`src/rtl/ldpc_enc_7_3_if.sv`:
```
// Stream interface for ldpc_enc_7_3: message in, codeword out.
// err_mask exists only when ENC_ERR_INJ_EN is defined.
`timescale 1ns/1ps
interface ldpc_enc_7_3_if;
   logic       in_valid;
   logic       in_ready;
   logic [3:1] msg;
   logic       out_valid;
   logic       out_ready;
   logic [7:1] cw;
`ifdef ENC_ERR_INJ_EN
   logic [7:1] err_mask;
`endif

   modport master (
      output in_valid, msg, out_ready,
`ifdef ENC_ERR_INJ_EN
      output err_mask,
`endif
      input  in_ready, out_valid, cw
   );

   modport slave (
      input  in_valid, msg, out_ready,
`ifdef ENC_ERR_INJ_EN
      input  err_mask,
`endif
      output in_ready, out_valid, cw
   );
endinterface

```
`src/rtl/ldpc_enc_7_3.sv`:
```
// Serial systematic encoder for the 7-bit cyclic LDPC code (c[i]^c[i+1]^c[i+3]=0).
// Optional channel-error injection on the output codeword: define ENC_ERR_INJ_EN.
`timescale 1ns/1ps
module ldpc_enc_7_3 #(
   parameter int CNT_W = 8
) (
   input  logic              clk,
   input  logic              rst_n,
   ldpc_enc_7_3_if.slave     bus,
   output logic              busy,
   output logic [CNT_W-1:0]  cw_cnt
);

   typedef enum logic [1:0] {IDLE, SHIFT, DONE} state_t;

   state_t             state_reg, state_next;
   logic [6:1]         sr_reg, sr_next;
   logic [2:0]         k_reg, k_next;
   logic [7:1]         cw_reg, cw_next;
   logic [CNT_W-1:0]   cnt_reg, cnt_next;
   logic [7:4]         par;
   logic [7:1]         inj_mask;

`ifdef ENC_ERR_INJ_EN
   logic [7:1]         mask_reg, mask_next;
   assign inj_mask = mask_reg;
`else
   assign inj_mask = '0;
`endif

   // Recurrence c[k] = c[k-3] ^ c[k-2]; only the bit addressed by k is consumed.
   genvar gi;
   generate
      for (gi = 4; gi <= 7; gi++) begin : g_par
         assign par[gi] = sr_reg[gi-3] ^ sr_reg[gi-2];
      end
   endgenerate

   always_ff @(posedge clk or negedge rst_n) begin
      if (!rst_n) begin
         state_reg <= IDLE;
         sr_reg    <= '0;
         k_reg     <= '0;
         cw_reg    <= '0;
         cnt_reg   <= '0;
`ifdef ENC_ERR_INJ_EN
         mask_reg  <= '0;
`endif
      end else begin
         state_reg <= state_next;
         sr_reg    <= sr_next;
         k_reg     <= k_next;
         cw_reg    <= cw_next;
         cnt_reg   <= cnt_next;
`ifdef ENC_ERR_INJ_EN
         mask_reg  <= mask_next;
`endif
      end
   end

   always_comb begin
      state_next = state_reg;
      sr_next    = sr_reg;
      k_next     = k_reg;
      cw_next    = cw_reg;
      cnt_next   = cnt_reg;
`ifdef ENC_ERR_INJ_EN
      mask_next  = mask_reg;
`endif
      case (state_reg)
         IDLE: begin
            if (bus.in_valid) begin
               sr_next    = {3'b000, bus.msg};
               k_next     = 3'd4;
`ifdef ENC_ERR_INJ_EN
               mask_next  = bus.err_mask;
`endif
               state_next = SHIFT;
            end
         end
         SHIFT: begin
            for (int i = 4; i <= 6; i++) begin
               if (k_reg == 3'(i)) sr_next[i] = par[i];
            end
            k_next = k_reg + 3'd1;
            // c7 goes straight into the output register together with c1..c6.
            if (k_reg == 3'd7) begin
               cw_next    = {par[7], sr_reg} ^ inj_mask;
               state_next = DONE;
            end
         end
         DONE: begin
            if (bus.out_ready) begin
               cnt_next   = cnt_reg + CNT_W'(1);
               state_next = IDLE;
            end
         end
         default: state_next = IDLE;
      endcase
   end

   assign bus.in_ready  = (state_reg == IDLE);
   assign bus.out_valid = (state_reg == DONE);
   assign bus.cw        = cw_reg;
   assign busy          = (state_reg != IDLE);
   assign cw_cnt        = cnt_reg;

endmodule

```
`src/flat_wrapper.sv`:
```
// flat-port wrapper written by rule: the top's interface ports become plain ports
module ldpc_enc_7_3_flat 
#(
   parameter int CNT_W = 8
)
  (clk, rst_n, busy, cw_cnt, bus_in_valid, bus_msg, bus_out_ready, bus_in_ready, bus_out_valid, bus_cw);
  ldpc_enc_7_3_if bus_i ();
  input  logic clk;
  input  logic rst_n;
  output logic busy;
  output logic [CNT_W-1:0] cw_cnt;
  input wire logic [$bits(bus_i.in_valid)-1:0] bus_in_valid;
  input wire logic [$bits(bus_i.msg)-1:0] bus_msg;
  input wire logic [$bits(bus_i.out_ready)-1:0] bus_out_ready;
  output wire logic [$bits(bus_i.in_ready)-1:0] bus_in_ready;
  output wire logic [$bits(bus_i.out_valid)-1:0] bus_out_valid;
  output wire logic [$bits(bus_i.cw)-1:0] bus_cw;
  assign bus_i.in_valid = bus_in_valid;
  assign bus_i.msg = bus_msg;
  assign bus_i.out_ready = bus_out_ready;
  assign bus_in_ready = bus_i.in_ready;
  assign bus_out_valid = bus_i.out_valid;
  assign bus_cw = bus_i.cw;
  ldpc_enc_7_3 #(.CNT_W(CNT_W)) u_core (.clk(clk), .rst_n(rst_n), .bus(bus_i), .busy(busy), .cw_cnt(cw_cnt));
endmodule
```
`config.mk`:
```
export PLATFORM = sky130hd
export DESIGN_NAME = ldpc_enc_7_3_flat
export DESIGN_NICKNAME = d
export VERILOG_FILES = /design/src/rtl/ldpc_enc_7_3_if.sv /design/src/rtl/ldpc_enc_7_3.sv /design/src/flat_wrapper.sv
export SDC_FILE = /design/constraint.sdc
export NUM_CORES = 1
export LEC_CHECK = 0
export ABC_AREA = 1
export BUFFER_PORTS_ARGS = -buffer_cell sky130_fd_sc_hd__buf_2
export CAP_MARGIN = 20
export CORE_MARGIN = 3
export CORE_UTILIZATION = 52
export DETAILED_ROUTE_END_ITERATION = 12
export GPL_TIMING_DRIVEN = 1
export PLACE_DENSITY = 0.76
export SKIP_CTS_REPAIR_TIMING = 1
export SYNTH_ARGS = -nofsm -noshare
export SYNTH_HDL_FRONTEND = slang
export SYNTH_SLANG_ARGS = --single-unit
```
`constraint.sdc`:
```
create_clock -name clk -period 1.4 [get_ports clk]
set_input_delay 0.14 -clock clk [delete_from_list [all_inputs] [get_ports clk]]
set_output_delay 0.14 -clock clk [all_outputs]
set_load 0.02 [all_outputs]
```
After elaboration in Yosys (flattened, before gate mapping)
Cells that the tools add are included.
{ "op_classes": {"n_addsub": 2, "multipliers": 0, "div": 0, "order_cmp": 0, "eq_ne": 12, "shift": 0, "n_mux": 11, "bitwise_logic": 4, "reduce_logical": 11} }
{ "ops": {"columns": ["op", "count"], "rows": [
  ["$eq 3x3->1 const B", 4],
  ["$pmux 3 s2", 2],
  ["$reduce_and 3->1", 4],
  ["$add 8x1->8 const B", 1],
  ["$ne 2x1->1 const B", 4],
  ["$reduce_and 2->1", 4],
  ["$mux 2", 3],
  ["$mux 6", 1],
  ["$pmux 2 s3", 1],
  ["$ne 2x2->1 const B", 2],
  ["$reduce_bool 2->1", 2],
  ["$xor 1x1->1", 4],
  ["$add 3x1->3 const B", 1],
  ["$mux 1", 3],
  ["$mux 3", 1],
  ["$eq 2x1->1 const B", 1],
  ["$eq 2x2->1 const B", 1],
  ["$logic_not 2->1", 1]
]} }
{ "totals": {"ff_bits": 26, "latchBits": 0, "ramBits": 0, "mem_bits_ro": 0, "input_bits": 7, "wordCells": 48, "n_memories": 0} }

Longest topological paths before layout
Gate-level depths: netlist of the first run.
{ "logic_depth": {"depth_word": 3, "depth_mapped": 7, "ltp_nobuf": 7} }

Worst setup path after synthesis of the first run
Ideal clock, no wire load.
{ "synth_timing": {"path_type": "register to register", "startpoint": "register u_core.state_reg[0]", "endpoint": "register u_core.sr_reg[4] (netlist name)", "setup_ns": 0.122, "arrival_time_ns": 1.261, "t_required_ns": 1.278, "path_slack_ns": 0.017, "path_stages_with_launch": 5, "path_buffers": 0, "cell_sequence": "dfrtp_1 > nor2_1 > nand2_1 > nand2_1 > a21oi_1"} }
{ "synth_via": {"elab_chain_cells": 3} }
{ "synth_rtl": {"columns": ["item", "line_no", "source"], "rows": [
  ["from (decl)", "ldpc_enc_7_3.sv:16", "state_t state_reg, state_next;"],
  ["from (signal assigned)", "ldpc_enc_7_3.sv:50", "state_reg <= state_next;"],
  ["$logic_not 2->1 (*)", null, null],
  ["via bus_in_ready", "flat_wrapper.sv:15", "output wire logic [$bits(bus_i.in_ready)-1:0] bus_in_ready;"],
  ["$ne 2x2->1 (no source line) or $reduce_bool 2->1 (tied branches)", null, null],
  ["$reduce_and 3->1 (no source line)", null, null],
  ["to (signal assigned)", "ldpc_enc_7_3.sv:51", "sr_reg <= sr_next;"],
  ["to (decl)", "ldpc_enc_7_3.sv:17", "logic [6:1] sr_reg, sr_next;"]
]} }
The timed path passes the listed nets; every way through them passes the cells marked *.
A chain may end at the register's enable or synchronous reset.

Worst setup path in the final report of the first run
{ "layout_timing": {"startpoint": "register u_core.k_reg[0]", "endpoint": "register u_core.cw_reg (netlist bit u_core.bus.cw[6])"} }
{ "layout_via": {"elab_chain_cells": 2} }
{ "layout_rtl": {"columns": ["item", "line_no", "source"], "rows": [
  ["from (decl)", "ldpc_enc_7_3.sv:18", "logic [2:0] k_reg, k_next;"],
  ["from (signal assigned)", "ldpc_enc_7_3.sv:52", "k_reg <= k_next;"],
  ["$eq 3x3->1", "ldpc_enc_7_3.sv:87", "if (k_reg == 3'd7) begin"],
  ["$reduce_and 2->1 (no source line)", null, null],
  ["to (signal assigned)", "ldpc_enc_7_3.sv:53", "cw_reg <= cw_next;"],
  ["to (decl)", "ldpc_enc_7_3.sv:19", "logic [7:1] cw_reg, cw_next;"]
]} }
Every way passes these cells.

==> flow_metrics.py, run 1 <==
metrics = {
    "logic_synthesis": {
        "syn_nets": 145,
        "synthTopCellsByArea": "dfrtp_1, nand2_1, ha_1",
        "ys_warn_count": 0,
        "synth_largest_area_cell": "dfrtp_1",
        "synth_cells": 132,
        "synth-seq-cells": 26,
        "avgSynthCellArea_um2": 9.10,
        "yosysSeqAreaShare_pct": 54.2,
        "synth.cell_area_um2": 1200,
        "synth_top_area_share_pct": 54.2,
        "yosysUniqueCellTypes": 19,
    },
    "die": {
        "core-area_um2": 2080,
        "num_io_pins": 25,
        "rows": 16,
        "die_h_um": 54.1,
        "fp.dieW_um": 54.1,
        "die-area_um2": 2920,
        "initial_core_util_pct": 57.7,
    },
    "timing": {
        "post-route-period-util_pct": 94.2,
        "clock_skew_ns": 0.00156,
        "finalHoldViolations": 0,
        "relSlewSlack_pct": 61.6,
        "slew_violations": 0,
        "fmaxAchievable_mhz": 758,
        "fin_crit_ns": 1.32,
        "tightest_slew_ns": 0.576,
        "setup_viol_count_final": 0,
        "fin_tns_setup_ns": 0,
    },
    "routing": {
        "first_pass_iters": 4,
        "viasPerCell": 4.95,
        "wl_um": 2460,
        "drt_iter0_markers": 19,
        "drc": 0,
        "wl_met3_um": 79,
        "top_layer": "met4",
        "antenna_left": 0,
        "vias": 926,
        "post_drt_wl_per_cell_um": 13.2,
        "wl_met1_um": 1120,
        "routed-wl-met2_um": 1230,
    },
    "layout": {
        "fin_area_um2": 1410,
        "finalNetCount": 175,
        "largest_reg_flops": 8,
        "layout.cells.most_common": "nand2_1",
        "n_antenna_cell": 0,
        "utilization_pct": 67.5,
        "layout-drive-gt1-share_pct": 23.8,
        "areaGrowthSynthToFinish_pct": 17.1,
        "layout_common_cells": "nand2_1, buf_2, dfrtp_1",
    },
    "power_and_ir_drop": {
        "ir_drop_mv": 1.18,
        "p_per_area_nw_per_um2": 1920,
        "total_leakage_power_nw": 0.788,
    },
    "critical_path": {
        "worst_path_max_delay_cell": "dfrtp_2",
        "r2r_setup_slack_ns": 0.08,
        "crit_arrival_ns": 1.54,
        "crit_buf_inv": 1,
        "path_cells": "ha_1 > ha_1 > nand2_4 > inv_2 > nand2_1 > nand2_1",
        "timing.rr.end": "u_core.bus.cw[6]",
        "worst_setup_path_end_kind": "register",
        "max_stage_delay_ns": 0.46,
        "worstSetupPathType": "reg -> reg",
        "r2r_start": "u_core.k_reg[0]",
        "cp-endpoint": "u_core.bus.cw[6]",
        "critical_path.top_delay_family": "flip-flops",
        "worst_ep_required_time_ns": 1.62,
        "startpoint_type": "register",
        "path_max_fanout": 10,
        "cp_num_cells": 6,
        "crit_start": "u_core.k_reg[0]",
        "reg2reg_depth": 6,
    },
    "global_route": {
        "grt_max_degree": 27,
        "first_global_vias": 917,
        "grt_use_total_pct": 20.1,
        "grt_first_pass_wirelength_um": 4120,
        "overflow": 0,
        "antenna_found_initial": 0,
    },
    "cts": {
        "clk_latency_ns": 0.31,
        "clockBufferDepth": 2,
        "cts_made_buffers": 3,
        "clk_pin_slew_ns": 0.13,
        "tritoncts": "built",
        "cts_root_buf": "clkbuf_4",
        "cts.sinks": 26,
        "htree_levels": 1,
    },
    "run_status": {
        "run_status": "completed",
    },
    "placement": {
        "dpl_cell_area_um2": 1360,
        "gp_congestion": 0.797,
        "dp_hpwl_um": 1840,
        "port_buffers": 24,
    },
    "min_path": {
        "hp-class": "in -> reg",
        "min_from": "bus_out_ready",
    },
    "run": {
        "cap_violations": 0,
    },
}
## per-stage QoR
stage	hold slack (ns)	setup slack [ns]	total power, mW	cells
finish	0.0453	0.0808	2.71	187
global route	0.0426	-0.00613	2.96	187
CTS	-0.187	-0.0184	2.70	187
detailed placement	0.170	0.0654	2.39	184
global placement	0.162	0.116	2.33	184
floorplan	-0.156	0.0166	2.01	132
## cell type report
class                   count  area, µm²
multi-input cells          92        510
flip-flops and latches     26        654
clock buffers               3       22.5
well taps                  27       33.8
fillers                   188        676
repair buffers             25        133
inverters                  14       52.6
## where the power goes
group / internal [mW] / switching, mW
sequential: 1.01 / 0.264
clock: 0.101 / 0.206
combinational: 0.427 / 0.697
total: 1.54 / 1.17
## how the worst min path moves through the flow
stage,slack [ns],end,cells after the start
detailed placement,0.17,u_core.bus.cw[4],1
finish,0.05,u_core.state_reg[1],2
global route,0.04,u_core.state_reg[1],2
floorplan,-0.16,u_core.bus.cw[1],0
CTS,-0.19,u_core.bus.cw[4],1
global placement,0.16,u_core.bus.cw[4],1
## cells by family after synthesis
logic type / after synthesis / share of synthesized area (%)
AOI/OAI and AO/OA: 10 / 4.69
xor gates and xnor gates: 8 / 5.83
adders and majority gates: 6 / 6.25
buffers and inverters: 14 / 4.37
DFF: 26 / 54.2
and+or+nand+nor: 68 / 24.7
## synth_stat cells
cell type	n
nand2_1	43
dfrtp_1	26
inv_1	12
nand3_1	12
ha_1	6
nor2_1	6
xor2_1	5
a21oi_1	4
o21ai_0	4
xnor2_1	3
inv_2	2
nor2_2	2
a22o_1	1
nand2_2	1
nand3_2	1
nand3b_1	1
nor2_4	1
nor3_1	1
o31ai_1	1
## worst reg2reg max path, cell delays in order, from the launching register on
cell and delay, ns:
dfrtp_2 0.46, ha_1 0.21, ha_1 0.22, nand2_4 0.14
inv_2 0.08, nand2_1 0.06, nand2_1 0.05
## metal layers
| layer | up-vias | global-route usage, % |
|---|---|---|
| li1 | 472 | - |
| met2 | 18 | 33.5 |
| met3 | 4 | 2.49 |
| met5 | - | 0 |
| met1 | 432 | 26.2 |
| met4 | 0 | 8.71 |
(Power assumes the default switching activity.)
==> inputs of run 2 (changes only) <==
Clock period 1.4 ns to 1.3 ns, I/O delays scaled along.
==> flow_metrics.py, run 2 (synthesized netlist as in run 1, its figures left out) <==
metrics = {
    "layout": {
        "layout-drive-gt1-share_pct": 25.5,
        "largest_reg_flops": 8,
        "areaGrowthSynthToFinish_pct": 21.1,
        "finalNetCount": 179,
        "layout.cells.most_common": "nand2_1",
        "layout_common_cells": "nand2_1, dfrtp_1, buf_2",
        "n_antenna_cell": 0,
        "multiInputGateArea_um2": 510,
        "fin_area_um2": 1460,
        "register_area_um2": 653,
        "nFillCells": 171,
    },
    "timing": {
        "tightest_slew_ns": 0.571,
        "relSlewSlack_pct": 62.0,
        "slew_violations": 0,
        "rsz0062_at_grt": "yes",
        "post-route-period-util_pct": 100,
        "clock_skew_ns": 0.00263,
        "fin_crit_ns": 1.30,
        "setup_viol_count_final": 0,
        "fmaxAchievable_mhz": 769,
        "finalHoldViolations": 0,
    },
    "power_and_ir_drop": {
        "total_power_mw": 3.05,
        "p_per_area_nw_per_um2": 2100,
        "ir_drop_mv": 1.27,
        "total_leakage_power_nw": 0.819,
    },
    "critical_path": {
        "worst_ep_required_time_ns": 1.17,
        "crit_start": "u_core.state_reg[1]",
        "path_max_fanout": 5,
        "worstSetupPathType": "reg -> out",
        "worst_setup_path_end_kind": "output pin",
        "startpoint_type": "register",
        "worst_path_max_delay_cell": "dfrtp_2",
        "path_cells": "nor2_4 > inv_1 > buf_2",
        "crit_arrival_ns": 1.17,
        "max_stage_delay_ns": 0.48,
        "r2r_start": "u_core.k_reg[0]",
    },
    "routing": {
        "antenna_left": 0,
        "post_drt_wl_per_cell_um": 12.1,
        "drc": 0,
        "drt_iter0_markers": 20,
        "viasPerCell": 5.03,
        "first_pass_iters": 4,
        "wl_um": 2330,
        "vias": 966,
    },
    "cts": {
        "clk_latency_ns": 0.30,
        "clk_pin_slew_ns": 0.13,
        "cts.sinks": 26,
        "cts_made_buffers": 3,
        "htree_levels": 1,
        "cts_root_buf": "clkbuf_4",
        "clockBufferDepth": 2,
        "tritoncts": "built",
    },
    "die": {
        "initial_core_util_pct": 57.7,
        "die_h_um": 54.1,
        "rows": 16,
        "fp.dieW_um": 54.1,
        "die-area_um2": 2920,
        "num_io_pins": 25,
        "core-area_um2": 2080,
    },
    "placement": {
        "port_buffers": 24,
        "dpl_cell_area_um2": 1380,
        "gp_congestion": 0.852,
        "dp_hpwl_um": 1740,
    },
    "run_status": {
        "run_status": "completed",
    },
    "global_route": {
        "grt_first_pass_wirelength_um": 3940,
        "grt_use_total_pct": 18.4,
        "first_global_vias": 934,
        "grt_max_degree": 27,
        "overflow": 0,
        "antenna_found_initial": 0,
    },
    "min_path": {
        "min_from": "bus_out_ready",
        "hp-class": "in -> reg",
    },
    "run": {
        "cap_violations": 0,
    },
}
run 2: worst paths after layout:
kind / endpoint / slack (ns) / cells after the start
max: busy / 0.0002 / 3
min: u_core.state_reg[1] / 0.04 / 2
max reg2reg: u_core.bus.cw[5] / 0.03 / 6
min reg2reg: u_core.bus.cw[4] / 0.49 / 2
max in group asynchronous: u_core.state_reg[0] / 0.56 / 2
min in group asynchronous: u_core.bus.cw[7] / 0.34 / 2
run 2: per-stage QoR:
step / std cells / utilization [%] / hold slack (ns) / TNS [ns] / setup slack, ns
floorplan: 132 / - / -0.166 / 0 / 0.0747
global placement: 186 / 66.3 / 0.157 / 0 / 0.0740
detailed placement: 186 / 66.3 / 0.155 / 0 / 0.0314
CTS: 190 / 68.0 / -0.197 / -0.238 / -0.0985
global route: 192 / 69.9 / 0.0253 / -0.200 / -0.0493
finish: 192 / 69.9 / 0.0424 / 0 / 0.000229
run 2: critical path: cells and delay by family (launching register included):
family        cells  cell delay (ns)
buf+inv           2             0.20
flops             1             0.48
simple gates      1             0.18
run 2: report_power, final:
part / switching, mW / total [mW] / internal, mW
clock network: 0.219 / 0.390 / 0.171
registers: 0.269 / 1.36 / 1.09
logic: 0.775 / 1.31 / 0.533
run 2: final cells by class:
type | instances | area share [%]
well taps | 27 | 2.32
repair buffers | 29 | 11.6
inverters | 14 | 3.61
clock buffers | 4 | 2.49
flip-flops and latches | 26 | 44.9
multi-input cells | 92 | 35.1
run 2: routing by layer:
| metal | GRT usage, % | part of all wire (%) | up-vias |
|---|---|---|---|
| met5 | 0 | 0 | - |
| met4 | 4.98 | 0.56 | 0 |
| met3 | 3.32 | 3.6 | 2 |
| met2 | 31.3 | 48 | 16 |
| met1 | 23.9 | 48 | 463 |
| li1 | - | - | 485 |
==> inputs of run 3 (changes only) <==
Settings changed: CORE_MARGIN 3 to unset, CORE_UTILIZATION 52 to 55, PLACE_DENSITY 0.76 to 0.8.
Clock period 1.3 ns to 1.6 ns, I/O delays scaled along.
==> flow_metrics.py, run 3 (synthesized netlist as in run 1, its figures left out) <==
metrics = {
    "run_status": {
        "run_status": "completed",
    },
    "cts": {
        "clockBufferDepth": 2,
        "cts.sinks": 26,
        "tritoncts": "built",
        "htree_levels": 1,
        "cts_made_buffers": 3,
        "clk_pin_slew_ns": 0.14,
        "clk_latency_ns": 0.32,
        "cts_root_buf": "clkbuf_4",
    },
    "timing": {
        "whs_ns": 0.0685,
        "fmaxAchievable_mhz": 671,
        "fin_crit_ns": 1.49,
        "slew_violations": 0,
        "relSlewSlack_pct": 62.9,
        "post-route-period-util_pct": 93.2,
        "setup_viol_count_final": 0,
        "clock_skew_ns": 0.00435,
        "fin_tns_setup_ns": 0,
        "tightest_slew_ns": 0.557,
        "rsz0062_at_grt": "no",
        "finalHoldViolations": 0,
    },
    "layout": {
        "largest_reg_flops": 8,
        "layout_common_cells": "nand2_1, dfrtp_1, buf_2",
        "fin_area_um2": 1430,
        "areaGrowthSynthToFinish_pct": 18.9,
        "nFillCells": 156,
        "layout.cells.most_common": "nand2_1",
        "finalNetCount": 176,
        "layout-drive-gt1-share_pct": 22.8,
        "n_antenna_cell": 0,
    },
    "routing": {
        "drt_iter0_markers": 11,
        "post_drt_wl_per_cell_um": 11.9,
        "wl_um": 2250,
        "viasPerCell": 4.97,
        "drc": 0,
        "first_pass_iters": 5,
        "vias": 940,
        "antenna_left": 0,
    },
    "die": {
        "rows": 16,
        "fp.dieW_um": 48.7,
        "die_h_um": 48.7,
        "core-area_um2": 2000,
        "num_io_pins": 25,
        "die-area_um2": 2370,
        "initial_core_util_pct": 60.0,
    },
    "global_route": {
        "grt_use_total_pct": 20.9,
        "first_global_vias": 890,
        "overflow": 0,
        "antenna_found_initial": 0,
        "grt_max_degree": 27,
        "grt_first_pass_wirelength_um": 3810,
    },
    "critical_path": {
        "path_max_fanout": 5,
        "startpoint_type": "register",
        "max_stage_delay_ns": 0.48,
        "worst_ep_required_time_ns": 1.44,
        "crit_buf_inv": 3,
        "crit_arrival_ns": 1.33,
        "worst_path_max_delay_cell": "dfrtp_1",
        "worst_setup_path_end_kind": "output pin",
        "worstSetupPathType": "reg -> out",
        "path_cells": "nor2_2 > buf_4 > inv_1 > buf_2",
        "critical_path.top_delay_family": "flip-flops",
    },
    "placement": {
        "dpl_cell_area_um2": 1360,
        "gp_congestion": 0.802,
        "port_buffers": 24,
        "dp_hpwl_um": 1670,
    },
    "run": {
        "cap_violations": 0,
    },
    "power_and_ir_drop": {
        "ir_drop_mv": 1.18,
        "p_per_area_nw_per_um2": 1770,
        "total_leakage_power_nw": 0.803,
    },
    "min_path": {
        "hp-class": "in -> reg",
    },
}
==> run 3: changes by cell type in the layout (fill, tap and decap cells not counted) <==
cell       before  now
buf_4           5    1
bufinv_16       0    1
buf_6           1    0
nor2_4          2    1
nand2_4         1    0
dfrtp_1        24   26
nor2_2          2    3
nand2_2         0    1
dfrtp_2         2    0
clkbuf_8        1    0
buf_2          22   24
==> run 3: final cells by class <==
type	count	area [µm²]	area share (%)
tap	27	33.8	2.37
sequential	26	651	45.6
multi-input combinational	92	500	35.1
timing repair buffer	26	138	9.64
clock buffer	3	22.5	1.58
clock inverter	1	30.0	2.10
inverter	14	52.6	3.68
==> run 3: where the power goes <==
group,internal [mW],total (mW),switching (mW)
clock network,0.253,0.445,0.192
registers,0.878,1.11,0.230
logic,0.378,0.972,0.594
total,1.51,2.52,1.02
==> run 3: worst register-to-register path, cell delays in order, from the launching register on <==
cell,delay (ns)
dfrtp_1,0.45
ha_1,0.23
ha_1,0.20
nand2_2,0.17
inv_2,0.09
nand2_1,0.07
nand2_1,0.05
==> run 3: worst paths after layout <==
kind                            cells past startpoint  slack (ns)                 from               end
worst max-delay path                                4        0.11  u_core.state_reg[0]              busy
worst min-delay path                                3        0.07           bus_msg[2]  u_core.sr_reg[3]
worst max register to register                      6        0.25      u_core.k_reg[0]  u_core.bus.cw[1]
worst min register to register                      2        0.50     u_core.sr_reg[6]  u_core.bus.cw[6]
max in group asynchronous                           2        0.89                rst_n   u_core.k_reg[0]
min in group asynchronous                           2        0.34                rst_n  u_core.bus.cw[2]
==> run 3: per-stage QoR <==
step	worst slack (ns)	util, %	cells	total power, mW
3_5_place_dp	0.273	68.1	184	2.08
2_1_floorplan	0.217	-	132	1.75
3_3_place_gp	0.329	68.1	184	2.04
4_1_cts	0.0869	70.7	188	2.53
5_1_grt	0.0158	71.3	189	2.71
6_report	0.109	71.3	189	2.52
==> run 3: layer usage <==
| layer | GRT usage, % | wire length (µm) | vias up |
|---|---|---|---|
| met5 | 0 | 0 | - |
| met4 | 4.41 | 0 | 0 |
| met3 | 3.77 | 77 | 0 |
| met2 | 36.6 | 1130 | 18 |
| met1 | 27.0 | 1040 | 443 |
| li1 | - | - | 479 |
